$ cat src/rtl/uart_tx_frame.sv
// uart_tx_frame: UART transmit frame controller/serializer (start, LSB-first data, optional parity, stop).
// Define UART_TX_TWO_STOP_EN for two stop bits per frame.
module uart_tx_frame #(
  parameter int data_width = 8
) (
  input  logic                  clk,
  input  logic                  rst,
  input  logic [data_width-1:0] p_data,
  input  logic                  data_valid,
  input  logic                  par_en,
  input  logic                  par_typ,
  input  logic                  par_bit,
  output logic [data_width-1:0] frame_data,
  output logic                  frame_par_typ,
  output logic                  tx_out,
  output logic                  busy
);
  localparam int cw = (data_width > 2) ? $clog2(data_width) : 1;
`ifdef UART_TX_TWO_STOP_EN
  localparam logic two_stop = 1'b1;
`else
  localparam logic two_stop = 1'b0;
`endif
  typedef enum logic [2:0] {IDLE, START, DATA, PARITY, STOP} state_t;
  state_t                state_q, state_d;
  logic [cw-1:0]         cnt_q, cnt_d;
  logic [data_width-1:0] frame_data_q, frame_data_d;
  logic                  frame_par_typ_q, frame_par_typ_d;
  logic                  par_en_q, par_en_d;
  logic                  tx_out_q, tx_out_d;
  logic                  busy_q, busy_d;
  logic                  last_stop;
  assign last_stop     = !two_stop || cnt_q == cw'(1);
  assign frame_data    = frame_data_q;
  assign frame_par_typ = frame_par_typ_q;
  assign tx_out        = tx_out_q;
  assign busy          = busy_q;
  always_comb begin
    state_d         = state_q;
    cnt_d           = cnt_q;
    frame_data_d    = frame_data_q;
    frame_par_typ_d = frame_par_typ_q;
    par_en_d        = par_en_q;
    unique case (state_q)
      IDLE:    state_d = IDLE;
      START: begin
        state_d = DATA;
        cnt_d   = '0;
      end
      DATA: begin
        cnt_d   = (cnt_q == cw'(data_width - 1)) ? '0 : cnt_q + 1'b1;
        state_d = (cnt_q != cw'(data_width - 1)) ? DATA : par_en_q ? PARITY : STOP;
      end
      PARITY:  state_d = STOP;
      STOP: begin
        cnt_d   = last_stop ? '0 : cw'(1);
        state_d = last_stop ? IDLE : STOP;
      end
      default: state_d = IDLE;
    endcase
    // A new byte is taken only when the line is idle or at the final stop edge.
    if (data_valid && (state_q == IDLE || (state_q == STOP && last_stop))) begin
      state_d         = START;
      cnt_d           = '0;
      frame_data_d    = p_data;
      frame_par_typ_d = par_typ;
      par_en_d        = par_en;
    end
    tx_out_d = (state_d == START) ? 1'b0 :
               (state_d == DATA)   ? frame_data_d[cnt_d] :
               (state_d == PARITY) ? par_bit : 1'b1;
    busy_d   = state_d != IDLE;
  end
  always_ff @(posedge clk or negedge rst) begin
    if (!rst) begin
      state_q         <= IDLE;
      cnt_q           <= '0;
      frame_data_q    <= '0;
      frame_par_typ_q <= 1'b0;
      par_en_q        <= 1'b0;
      tx_out_q        <= 1'b1;
      busy_q          <= 1'b0;
    end else begin
      state_q         <= state_d;
      cnt_q           <= cnt_d;
      frame_data_q    <= frame_data_d;
      frame_par_typ_q <= frame_par_typ_d;
      par_en_q        <= par_en_d;
      tx_out_q        <= tx_out_d;
      busy_q          <= busy_d;
    end
  end
endmodule
$ cat config.mk
export PLATFORM = sky130hd
export DESIGN_NAME = uart_tx_frame
export DESIGN_NICKNAME = d
export VERILOG_FILES = /design/src/rtl/uart_tx_frame.sv
export SDC_FILE = /design/constraint.sdc
export NUM_CORES = 1
export LEC_CHECK = 0
export BUFFER_PORTS_ARGS = -buffer_cell sky130_fd_sc_hd__buf_2
export CAP_MARGIN = 40
export CORE_UTILIZATION = 46
export CTS_BUF_LIST = sky130_fd_sc_hd__clkbuf_4 sky130_fd_sc_hd__clkbuf_8
export DETAILED_ROUTE_END_ITERATION = 12
export PLACE_DENSITY_LB_ADDON = 0.15
export RECOVER_POWER = 25
export SLEW_MARGIN = 20
export SYNTH_ARGS = -nofsm -noshare
export SYNTH_HDL_FRONTEND = slang
export SYNTH_SLANG_ARGS = --single-unit
$ cat constraint.sdc
create_clock -name clk -period 1.8 [get_ports clk]
set_clock_uncertainty 0.1 [all_clocks]
set_input_delay 0.18 -clock clk [delete_from_list [all_inputs] [get_ports clk]]
set_output_delay 0.18 -clock clk [all_outputs]
set_load 0.02 [all_outputs]
After elaboration in Yosys (flattened, before gate mapping)
Index checks and enable logic that the tools add are counted.

word-level totals
  register bits after elaboration = 18
  output and inout bits = 11
  word-level logic and storage cells = 36

cells by class
  $add $sub $neg = 1
  magnitude comparators = 1
  equality and inequality tests = 9
  mux-type cells = 13
  reduce and logical (&&, ||, !) cells = 5

operators with widths
  cell                 count
  $mux 3               5
  $eq 3x2->1 const B   4
  $pmux 3 s3           1
  $mux 8               1
  $eq 3x1->1 const B   2
  $eq 3x3->1 const B   2
  $pmux 3 s2           1
  $lt 3x4->1 const B   1
  $mux 1               4
  $add 3x1->3 const B  1
  $bmux 1 s3           1
  $logic_not 3->1      1
  $ne 3x3->1 const B   1
  $reduce_bool 3->1    1
  $reduce_or 2->1      1
  $logic_and 1x1->1    1
  $logic_or 1x1->1     1

Logic depth before layout (Yosys ltp)
Gate-level depths: netlist (run 1).

  depth after elaboration = 8
  gate-level depth with buffers = 7

Least setup slack after synthesis (run 1)
OpenSTA, ideal clock, no wires.

  path kind = flip-flop to flip-flop
  from = register state_q[0]
  to = register tx_out_q, in the netlist tx_out
  arrival = 1.712 ns
  setup slack = -0.094 ns
  stages on the path, launching flop included = 6
  clock period less this slack = 1.894 ns
  cell sequence = dfrtp_1 or4_1 nand3_2 a22o_4 mux2_2 o2111ai_2

between the ends
  longest elaborated chain between the ends = 8
  elaborated cells on any way between the ends = 21
  those cells by class = eq/ne: 7; mux: 10; reduce/logical: 4

ends and longest elaborated chain
  element                                                               line    source
  start, declared                                                       25      state_t state_q, state_d;
  start signal, assigned                                                84      state_q <= state_d;
  $eq 3x3->1 (tied with other cells)                                    --
  $reduce_or 2->1 (no line) / $logic_or 1x1->1 (equally long branches)  --
  $pmux 3 s2 / $logic_and 1x1->1 (equally long branches)                44, 62
  $mux 3 (*)                                                            62      if (data_valid && (state_q == IDLE || (state_q == STOP && last_stop))) begin
  net cnt_d[0]                                                          26      logic [cw-1:0] cnt_q, cnt_d;
  $bmux 1 s3 (*)                                                        70      (state_d == DATA) ? frame_data_d[cnt_d] :
  $mux 1 (implied by the code) (*)                                      70
  $mux 1 (*)                                                            70
  $mux 1 (*)                                                            69      tx_out_d = (state_d == START) ? 1'b0 :
  net tx_out_d                                                          30      logic tx_out_q, tx_out_d;
  end signal, assigned                                                  89      tx_out_q <= tx_out_d;
  end, declared                                                         30

Mark *: on every way through the listed nets, which the timed path passes. The rest lies on a longest branch. The select of a mux whose other input is x is not followed.
A chain may end at the register's enable or synchronous reset.

Worst setup path after layout (run 1)
  from = register state_q[1]
  to = register tx_out_q, in the netlist tx_out

Same word-level chain as after synthesis.

==> results of run 1 <==
[report_power, final]
part / switching [W] / internal, W / leakage, nW
logic: 0.000591 / 0.000594 / 0.345
clock network: 0.000123 / 0.000123 / 0.0210
registers: 0.000106 / 0.000592 / 0.218
[timing repair]
action | CTS | global route
hold buffers | 2 | 0
cloned | 0 | 0
hold endpoints to repair | 18 | 0
setup endpoints to repair | 2 | 2
gates resized for setup | 1 | 9
pin swaps | 2 | 3
[worst max path at each step]
| stage | startpoint | to | slack, ns |
|---|---|---|---|
| floorplan | state_q[1]$_DFF_PN0_ | tx_out$_DFF_PN1_ | -0.05 |
| global placement | state_q[1]$_DFF_PN0_ | tx_out$_DFF_PN1_ | -0.07 |
| detailed placement | cnt_q[1]$_DFF_PN0_ | tx_out$_DFF_PN1_ | -0.16 |
| CTS | cnt_q[1]$_DFF_PN0_ | tx_out$_DFF_PN1_ | -0.16 |
| global route | state_q[1]$_DFF_PN0_ | tx_out$_DFF_PN1_ | -0.21 |
| finish | state_q[1]$_DFF_PN0_ | tx_out$_DFF_PN1_ | -0.15 |
[flip-flops by register name (all words and copies together) (netlist names)]
name and flops:
busy 1, state_q 3, frame_par_typ 1, tx_out 1
cnt_q 3, par_en_q 1, frame_data 8
[critical path, delay by kind of cell (launching register included)]
kind             cells  cell delay, ns
AND/OR/NAND/NOR      2            0.65
flip-flops           1            0.45
multiplexers         2            0.35
AO/OA/AOI/OAI        2            0.33
[per-layer routing]
metal	share of wire, %	routed length, µm	vias to the layer above	track usage (%)
met3	3.0	56	4	3.600
li1	-	-	330	-
met1	44	822	330	28.57
met5	0	0	-	0
met4	1.9	35	0	11.52
met2	51	956	16	32.46
[through the flow]
step | instance area [µm²] | power [W] | std cells | setup slack (ns)
floorplan | 880.8 | 0.001421 | 67 | -0.05306
global placement | 1115 | 0.001782 | 127 | -0.07422
detailed placement | 1115 | 0.001832 | 127 | -0.1617
CTS | 1175 | 0.002101 | 133 | -0.1647
global route | 1211 | 0.002267 | 133 | -0.2137
finish | 1211 | 0.002130 | 133 | -0.1518
[logic make-up after synthesis]
group / count (synthesis)
compound gates: 12
fa+ha+maj: 3
buf+inv: 4
flops: 18
mux: 14
simple gates: 16
[layout by cell type (no fill, tap or decap), drive strengths merged]
master / synthesis / routed
ha: 3 / 3
or2: 1 / 1
a211o: 1 / 1
or3: 3 / 3
mux2: 11 / 11
a22o: 3 / 3
nand3b: 1 / 1
nor3b: 1 / 1
nand2: 4 / 4
nand3: 1 / 1
mux2i: 3 / 3
dlygate4sd3: 0 / 2
dfrtp: 17 / 17
inv: 3 / 3
a21oi: 3 / 3
o21ai: 3 / 3
or4: 1 / 1
buf: 1 / 35
nor2: 1 / 1
nor3: 1 / 1
clkbuf: 0 / 5
nand2b: 1 / 1
nand4b: 1 / 1
dfstp: 1 / 1
a31oi: 1 / 1
o2111ai: 1 / 1
[final cells by class]
| class | instances | area, µm² | area share, % |
|---|---|---|---|
| Timing Repair Buffer | 38 | 232.7 | 19.21 |
| Inverter | 3 | 11.26 | 0.9298 |
| Clock buffer | 4 | 36.28 | 2.996 |
| Multi-Input combinational cell | 45 | 446.7 | 36.88 |
| Sequential cell | 18 | 452.9 | 37.40 |
| Tap cell | 25 | 31.28 | 2.583 |
==> flow_summary_export.csv, run 1 <==
group,metric,value,unit
outcome,status,"finished, violations left",
outcome,violations,"negative setup slack",
synth,ys_seq_elements,18,
timing,period_share,108.4,%
place,dpl.hpwl,1.404,mm
clock_tree,ctsLongestPathBuffers,2,
critical_path,r2r_setup_slack,-0.15,ns
clock_tree,cts_buffers,3,
timing,finalHoldViolCount,0,
drt,drt-total-wl,1.871,mm
critical_path,critical_path.cell_chain,"or4_4 > nand3_4 > a22o_4 > mux2i_1 > mux2_4 > o2111ai_2",
clock_tree,clock_latency,0.29,ns
floorplan,start_util,49.25,%
min_path,hold_start,"par_typ",
critical_path,rr_endpoint,"tx_out$_DFF_PN1_",
timing,timing.slew.headroom,37.78,%
drt,num_vias,680,
synth,yosysMostFrequentCell,"dfrtp_1",
floorplan,rows,15,
floorplan,die_h,45.23,µm
floorplan,core,0.001745,mm²
synth,synth_mux_area_share,17.90,%
synth,synthesis.nets,84,
drt,drt_iter0_drc,12,
timing,tightest_slew,0.9333,ns
min_path,hp-class,"in -> reg",
synth,yosysUniqueCellTypes,25,
final_layout,fill_cells,147,
timing,setup_viol,1,
drt,ant_nets,0,
drt,drt_first_pass_iters,4,
clock_tree,cts_sinks,18,
synth,ys_seq_area_share,52.55,%
drt,route.detailed.drc,0,
synth,syn_inst,67,
critical_path,cp_max_fo,5,
synth,synth_simple_gate_area_share,11.21,%
pwr,ir_drop,1026,µV
timing,maxSlewViolCount,0,
pwr,powerDensity,1759,mW/mm²
synth,netlist_area,859.6,µm²
critical_path,critical_path_class,"reg -> reg",
place,io_buffer_count,24,
final_layout,nNetsFinal,126,
synth,synth_compound_area_share,12.08,%
synth,synth-edff-count,0,
floorplan,die_w,45.23,µm
floorplan,pin_count,25,
global_routing,grt_pass1_wl,2.973,mm
drt,vias_per_cell,5.113,
synth,synthAdderAreaFrac,4.367,%
critical_path,r2r_cells,6,
global_routing,grt_pass1_vias,678,
timing,finalWorstSetupSlack,-0.1518,ns
critical_path,crit_path_max_incr_delay,0.54,ns
synth,synthArstFlopShare,100.0,%
critical_path,worst_setup_path_end_kind,"register",
place,gp_congestion,0.8401,
clock_tree,cts_max_level,1,
timing,max_freq,512.3,MHz
min_path,min_to,"frame_par_typ$_DFFE_PN0N_",
synth,synth_top_family_by_area,"multiplexers",
final_layout,layout-drive-gt1-share,60.19,%
clock_tree,postCtsSetupRepairBufs,0,
final_layout,finish.utilization,69.39,%
final_layout,area_delta_synth_final,40.90,%
job,drv_cap,0,
critical_path,critPathSlowestCell,"or4_4",
final_layout,diodes,0,
synth,synth_top_area_share,49.49,%
timing,timing.setup.tns,-0.1518,ns
timing,hold_slack,0.01797,ns
clock_tree,cts.clk_slew.worst_paths,0.10,ns
floorplan,dieArea,0.002045,mm²
global_routing,antenna_found_initial,0,
synth,synth_area_leaders,"dfrtp_1, mux2_2, ha_1",
synth,ys.warnings.count,0,
global_routing,gr-total-overflow,0,
timing,finalCriticalPeriod,1.952,ns
global_routing,grt_usage,21.19,%
synth,yosysTopAreaCell,"dfrtp_1",
min_path,hold_path_depth,2,
synth,synth_ff_type,"dfrtp_1",
synth,synth-xor-area-share,0,%
critical_path,cp.required,1.91,ns
critical_path,arrival,2.07,ns
critical_path,r2r_start,"state_q[1]$_DFF_PN0_",
critical_path,start_kind,"register",
synth,avgSynthCellArea,12.83,µm²
drt,wire_per_inst,14.07,µm
timing,rsz0062_at_grt,"true",
pwr,leakage,0.5832,nW
clock_tree,cts_tree,"built",
synth,synth_top_cells_by_count,"dfrtp_1, mux2_2, nand2_1",
clock_tree,cts-root-buf,"clkbuf_4",
global_routing,grt_max_degree,19,
Power figures use the tool's default switching activity.
==> inputs of run 2 (changes only) <==
==> constraint.sdc (replaced) <==
create_clock -name clk -period 2.3 [get_ports clk]
set_clock_uncertainty 0.1 [all_clocks]
set_input_delay 0.23 -clock clk [delete_from_list [all_inputs] [get_ports clk]]
set_output_delay 0.23 -clock clk [all_outputs]
set_load 0.02 [all_outputs]
==> flow_summary_export.csv, run 2 (synthesis results as in run 1) <==
group,metric,value,unit
timing,timing.slew.headroom,39.37,%
timing,max_freq,493.2,MHz
timing,timing.setup.tns,0,ns
pwr,leakage,0.5169,nW
final_layout,multiInputGateArea,391.6,µm²
clock_tree,cts.clk_slew.worst_paths,0.09,ns
final_layout,largest_reg_flops,8,
critical_path,arrival,2.13,ns
drt,drt_first_pass_iters,2,
critical_path,path_buf_inv,0,
floorplan,rows,15,
clock_tree,ctsLongestPathBuffers,2,
floorplan,dieArea,0.002045,mm²
drt,vias_per_cell,5.131,
critical_path,cp_max_fo,4,
drt,route.detailed.drc,0,
timing,finalCriticalPeriod,2.027,ns
clock_tree,ctsHoldBuffers,1,
drt,ant_nets,0,
final_layout,final_cell_mix,"buf_2, dfrtp_1, mux2_2, nand2_1, clkbuf_4",
timing,period_share,88.15,%
drt,drt_iter0_drc,3,
final_layout,finish.utilization,60.72,%
critical_path,start_kind,"register",
global_routing,grt_usage,19.44,%
clock_tree,clock_latency,0.28,ns
critical_path,cp.required,2.40,ns
global_routing,antenna_found_initial,0,
clock_tree,postCtsSetupRepairBufs,0,
critical_path,critical_path_class,"reg -> reg",
timing,maxSlewViolCount,0,
final_layout,fill_cells,153,
clock_tree,cts_resized,0,
floorplan,start_util,49.25,%
timing,finalHoldViolCount,0,
final_layout,mostFrequentLayoutCell,"buf_2",
drt,wire_per_inst,12.34,µm
pwr,ir_drop,701.7,µV
place,place_area,0.001021,mm²
global_routing,grt_pass1_vias,613,
drt,drt-total-wl,1.506,mm
clock_tree,cts-root-buf,"clkbuf_4",
final_layout,regArea,451.7,µm²
final_layout,nNetsFinal,115,
final_layout,layout-drive-gt1-share,47.42,%
pwr,powerDensity,1365,mW/mm²
job,drv_cap,0,
min_path,hp-class,"in -> reg",
clock_tree,cts_tree,"built",
critical_path,critical_path.cell_chain,"ha_1 > ha_1 > a211o_1 > a21oi_1 > o21ai_0 > a31oi_1 > o2111ai_2",
floorplan,die_h,45.23,µm
critical_path,crit_path_max_incr_delay,0.42,ns
outcome,status,"complete, no violations",
clock_tree,cts_max_level,1,
floorplan,core,0.001745,mm²
final_layout,finalInstanceArea,0.001060,mm²
timing,hold_slack,0.04769,ns
critical_path,crit_path_frequent_cell,"ha_1",
floorplan,pin_count,25,
final_layout,diodes,0,
timing,setup_viol,0,
global_routing,gr-total-overflow,0,
final_layout,area_delta_synth_final,23.29,%
timing,tightest_slew,0.9094,ns
critical_path,critPathSlowestCell,"dfrtp_1",
timing,rsz0062_at_grt,"false",
drt,num_vias,626,
clock_tree,cts_sinks,18,
global_routing,grt_max_degree,19,
floorplan,die_w,45.23,µm
place,io_buffer_count,24,
global_routing,grt_pass1_wl,2.773,mm
place,dpl.hpwl,1.208,mm
critical_path,worst_setup_path_end_kind,"register",
critical_path,cpLargestDelayFamily,"compound AO/OA/AOI/OAI gates",
clock_tree,cts_buffers,3,
pwr,total_power,0.001447,W
place,gp_congestion,0.7978,
==> run 2: cell count changes in the layout (fill, tap and decap cells not counted), sizes merged <==
cell / change
buf: -10
dlygate4sd3: -1
==> run 2: worst register-to-register path: cells and delay by family, from the launching register on <==
family          cells  cell delay [ns]
compound gates      5             0.99
fa+ha+maj           2             0.43
flops               1             0.42
==> run 2: final timing paths <==
check | startpoint | to | slack, ns | depth (start not counted)
max | cnt_q[0]$_DFF_PN0_ | tx_out$_DFF_PN1_ | 0.27 | 7
min | par_en | par_en_q$_DFFE_PN0N_ | 0.05 | 3
max reg2reg | cnt_q[0]$_DFF_PN0_ | tx_out$_DFF_PN1_ | 0.27 | 7
min reg2reg | frame_par_typ$_DFFE_PN0N_ | frame_par_typ$_DFFE_PN0N_ | 0.41 | 1
max in group asynchronous | rst | state_q[1]$_DFF_PN0_ | 1.06 | 2
min in group asynchronous | rst | frame_data[4]$_DFF_PN0_ | 0.48 | 2
==> run 2: layer usage <==
layer	track usage [%]	wire length, µm	vias up
li1	-	-	307
met1	26.72	658	306
met4	9.091	12	0
met2	30.72	787	11
met3	2.400	48	2
met5	0	0	-
==> run 2: stage by stage <==
step	setup WS [ns]	std cells
floorplan	0.4065	67
global placement	0.3058	117
detailed placement	0.2904	117
CTS	0.2450	122
global route	0.1042	122
finish	0.2726	122
==> run 2: cell type report <==
| type | count | share of cell area (%) |
|---|---|---|
| Sequential cell | 18 | 42.62 |
| Multi-Input combinational cell | 45 | 36.95 |
| Timing Repair Buffer | 27 | 13.58 |
| Tap cell | 25 | 2.952 |
| Clock buffer | 4 | 2.834 |
| Inverter | 3 | 1.063 |
==> run 2: power by group <==
group | switching (W) | internal (W) | total [W]
clock | 0.0000865 | 0.0000791 | 0.000166
sequential | 0.0000861 | 0.000462 | 0.000548
combinational | 0.000398 | 0.000335 | 0.000733
==> inputs of run 3 (changes only) <==
--- a/config.mk
+++ b/config.mk
@@ -6,10 +6,13 @@
 export NUM_CORES = 1
 export LEC_CHECK = 0
 export BUFFER_PORTS_ARGS = -buffer_cell sky130_fd_sc_hd__buf_2
-export CAP_MARGIN = 40
-export CORE_UTILIZATION = 46
+export CAP_MARGIN = 20
+export CELL_PAD_IN_SITES_DETAIL_PLACEMENT = 1
+export CELL_PAD_IN_SITES_GLOBAL_PLACEMENT = 1
+export CORE_UTILIZATION = 44
 export CTS_BUF_LIST = sky130_fd_sc_hd__clkbuf_4 sky130_fd_sc_hd__clkbuf_8
 export DETAILED_ROUTE_END_ITERATION = 12
+export GPL_TIMING_DRIVEN = 0
 export PLACE_DENSITY_LB_ADDON = 0.15
 export RECOVER_POWER = 25
 export SLEW_MARGIN = 20
==> flow_summary_export.csv, run 3 (synthesis results as in run 1) <==
group,metric,value,unit
outcome,status,"complete, no violations",
clock_tree,cts-root-buf,"clkbuf_4",
final_layout,diodes,0,
clock_tree,cts_max_level,1,
global_routing,grt_pass1_vias,658,
drt,drt-total-wl,1.752,mm
critical_path,arrival,2.23,ns
drt,drt_iter0_drc,2,
final_layout,largest_reg_flops,8,
critical_path,r2r_setup_slack,0.19,ns
final_layout,finish.utilization,59.23,%
final_layout,layout-drive-gt1-share,46.88,%
pwr,powerDensity,1391,mW/mm²
pwr,p_clk_share,13.5,%
global_routing,grt_usage,21.36,%
critical_path,critical_path_class,"reg -> reg",
pwr,pwr-share-comb,49.3,%
pwr,p_seq_share,37.2,%
drt,vias_per_cell,5.264,
clock_tree,cts.clk_slew.worst_paths,0.10,ns
timing,finalHoldViolCount,0,
floorplan,rows,15,
min_path,hold_path_depth,3,
timing,timing.slew.headroom,35.41,%
timing,tightest_slew,0.9689,ns
floorplan,pin_count,25,
pwr,total_power,0.001469,W
global_routing,antenna_found_initial,0,
timing,max_freq,473.9,MHz
place,gp_congestion,0.7912,
floorplan,dieArea,0.002134,mm²
timing,finalCriticalPeriod,2.110,ns
critical_path,cp.required,2.42,ns
clock_tree,clock_latency,0.30,ns
clock_tree,cts_sinks,18,
final_layout,regArea,451.7,µm²
clock_tree,cts_buffers,3,
floorplan,die_h,46.20,µm
timing,timing.setup.tns,0,ns
timing,maxSlewViolCount,0,
final_layout,mostFrequentLayoutCell,"buf_2",
place,dpl.hpwl,1.324,mm
final_layout,final_cell_mix,"buf_2, dfrtp_1, mux2_2, nand2_1",
drt,wire_per_inst,14.48,µm
floorplan,start_util,48.21,%
global_routing,grt_pass1_wl,2.980,mm
pwr,ir_drop,808.0,µV
pwr,p_sw_share,39.82,%
global_routing,gr-total-overflow,0,
clock_tree,ctsLongestPathBuffers,2,
drt,ant_nets,0,
clock_tree,cts_tree,"built",
critical_path,r2r_cells,6,
floorplan,core,0.001783,mm²
drt,num_vias,637,
timing,period_share,91.75,%
drt,drt_first_pass_iters,2,
final_layout,nNetsFinal,114,
critical_path,critPathSlowestCell,"dfrtp_1",
pwr,netSwitchingPower,0.0005851,W
pwr,leakage,0.5140,nW
final_layout,area_delta_synth_final,22.85,%
final_layout,multiInputGateArea,391.6,µm²
critical_path,crit_path_max_incr_delay,0.46,ns
timing,setup_viol,0,
pwr,p_int,0.0008842,W
critical_path,cp_max_fo,10,
critical_path,start_kind,"register",
drt,route.detailed.drc,0,
final_layout,fill_cells,205,
critical_path,worst_setup_path_end_kind,"register",
global_routing,grt_max_degree,19,
min_path,hp-class,"in -> reg",
job,drv_cap,0,
critical_path,critical_path.cell_chain,"nor3b_1 > buf_2 > mux2_2 > mux2_2 > nand3b_1 > o2111ai_2",
timing,rsz0062_at_grt,"false",
critical_path,crit_path_frequent_cell,"mux2_2",
clock_tree,postCtsSetupRepairBufs,0,
place,io_buffer_count,24,
floorplan,die_w,46.20,µm
## run 3: path summary, 6_finish.rpt
kind                                           start                   endpoint
setup reg to reg                state_q[0]$_DFF_PN0_           tx_out$_DFF_PN1_
hold / removal                                par_en       par_en_q$_DFFE_PN0N_
max in group asynchronous                        rst       state_q[1]$_DFF_PN0_
min in group asynchronous                        rst             busy$_DFF_PN0_
setup / recovery                state_q[0]$_DFF_PN0_           tx_out$_DFF_PN1_
hold reg to reg            frame_par_typ$_DFFE_PN0N_  frame_par_typ$_DFFE_PN0N_
## run 3: metrics by stage
stage | hold slack (ns) | setup slack, ns | instance area, µm² | cells
floorplan | -0.1656 | 0.4065 | 859.6 | 67
global placement | 0.07792 | 0.2087 | 1011 | 116
detailed placement | 0.08861 | 0.1544 | 1011 | 116
CTS | 0.01449 | 0.1480 | 1057 | 121
global route | 0.02542 | 0.06674 | 1056 | 121
finish | 0.02689 | 0.1898 | 1056 | 121
## run 3: layout make-up
type	count	area share (%)
Sequential cell	18	42.77
Multi-Input combinational cell	45	37.09
Clock buffer	4	3.436
Buffer	1	0.4739
Inverter	3	1.066
Timing Repair Buffer	25	12.20
Tap cell	25	2.962
## run 3: timing repair
action	4_1_cts	5_1_grt
hold buffers	1	0
endpoints found under the setup margin	0	0
endpoints found under the hold margin	17	0
resized for setup	0	0
## run 3: layer usage
metal / up-vias / wire (µm) / track usage (%)
met5: - / 0 / 0
met4: 0 / 47 / 15.88
met3: 4 / 52 / 3.529
met2: 18 / 930 / 34.65
met1: 310 / 721 / 25.06
li1: 305 / - / -
## run 3: worst max-delay path: cells and delay by family, from the launching register on
| family | cells | cell delay (ns) |
|---|---|---|
| multiplexers | 2 | 0.64 |
| flip-flops | 1 | 0.46 |
| AND/OR/NAND/NOR | 2 | 0.42 |
| buffers and inverters | 1 | 0.30 |
| AO/OA/AOI/OAI | 1 | 0.10 |
## run 3: power groups by stage
stage	registers (W)	clock network, W	logic, W
after floorplan	0.000669	0	0.000407
after global placement	0.000545	0	0.000712
after detailed placement	0.000554	0	0.000732
after CTS	0.000549	0.000209	0.000737
after global routing	0.000567	0.000218	0.000794
final	0.000547	0.000198	0.000725
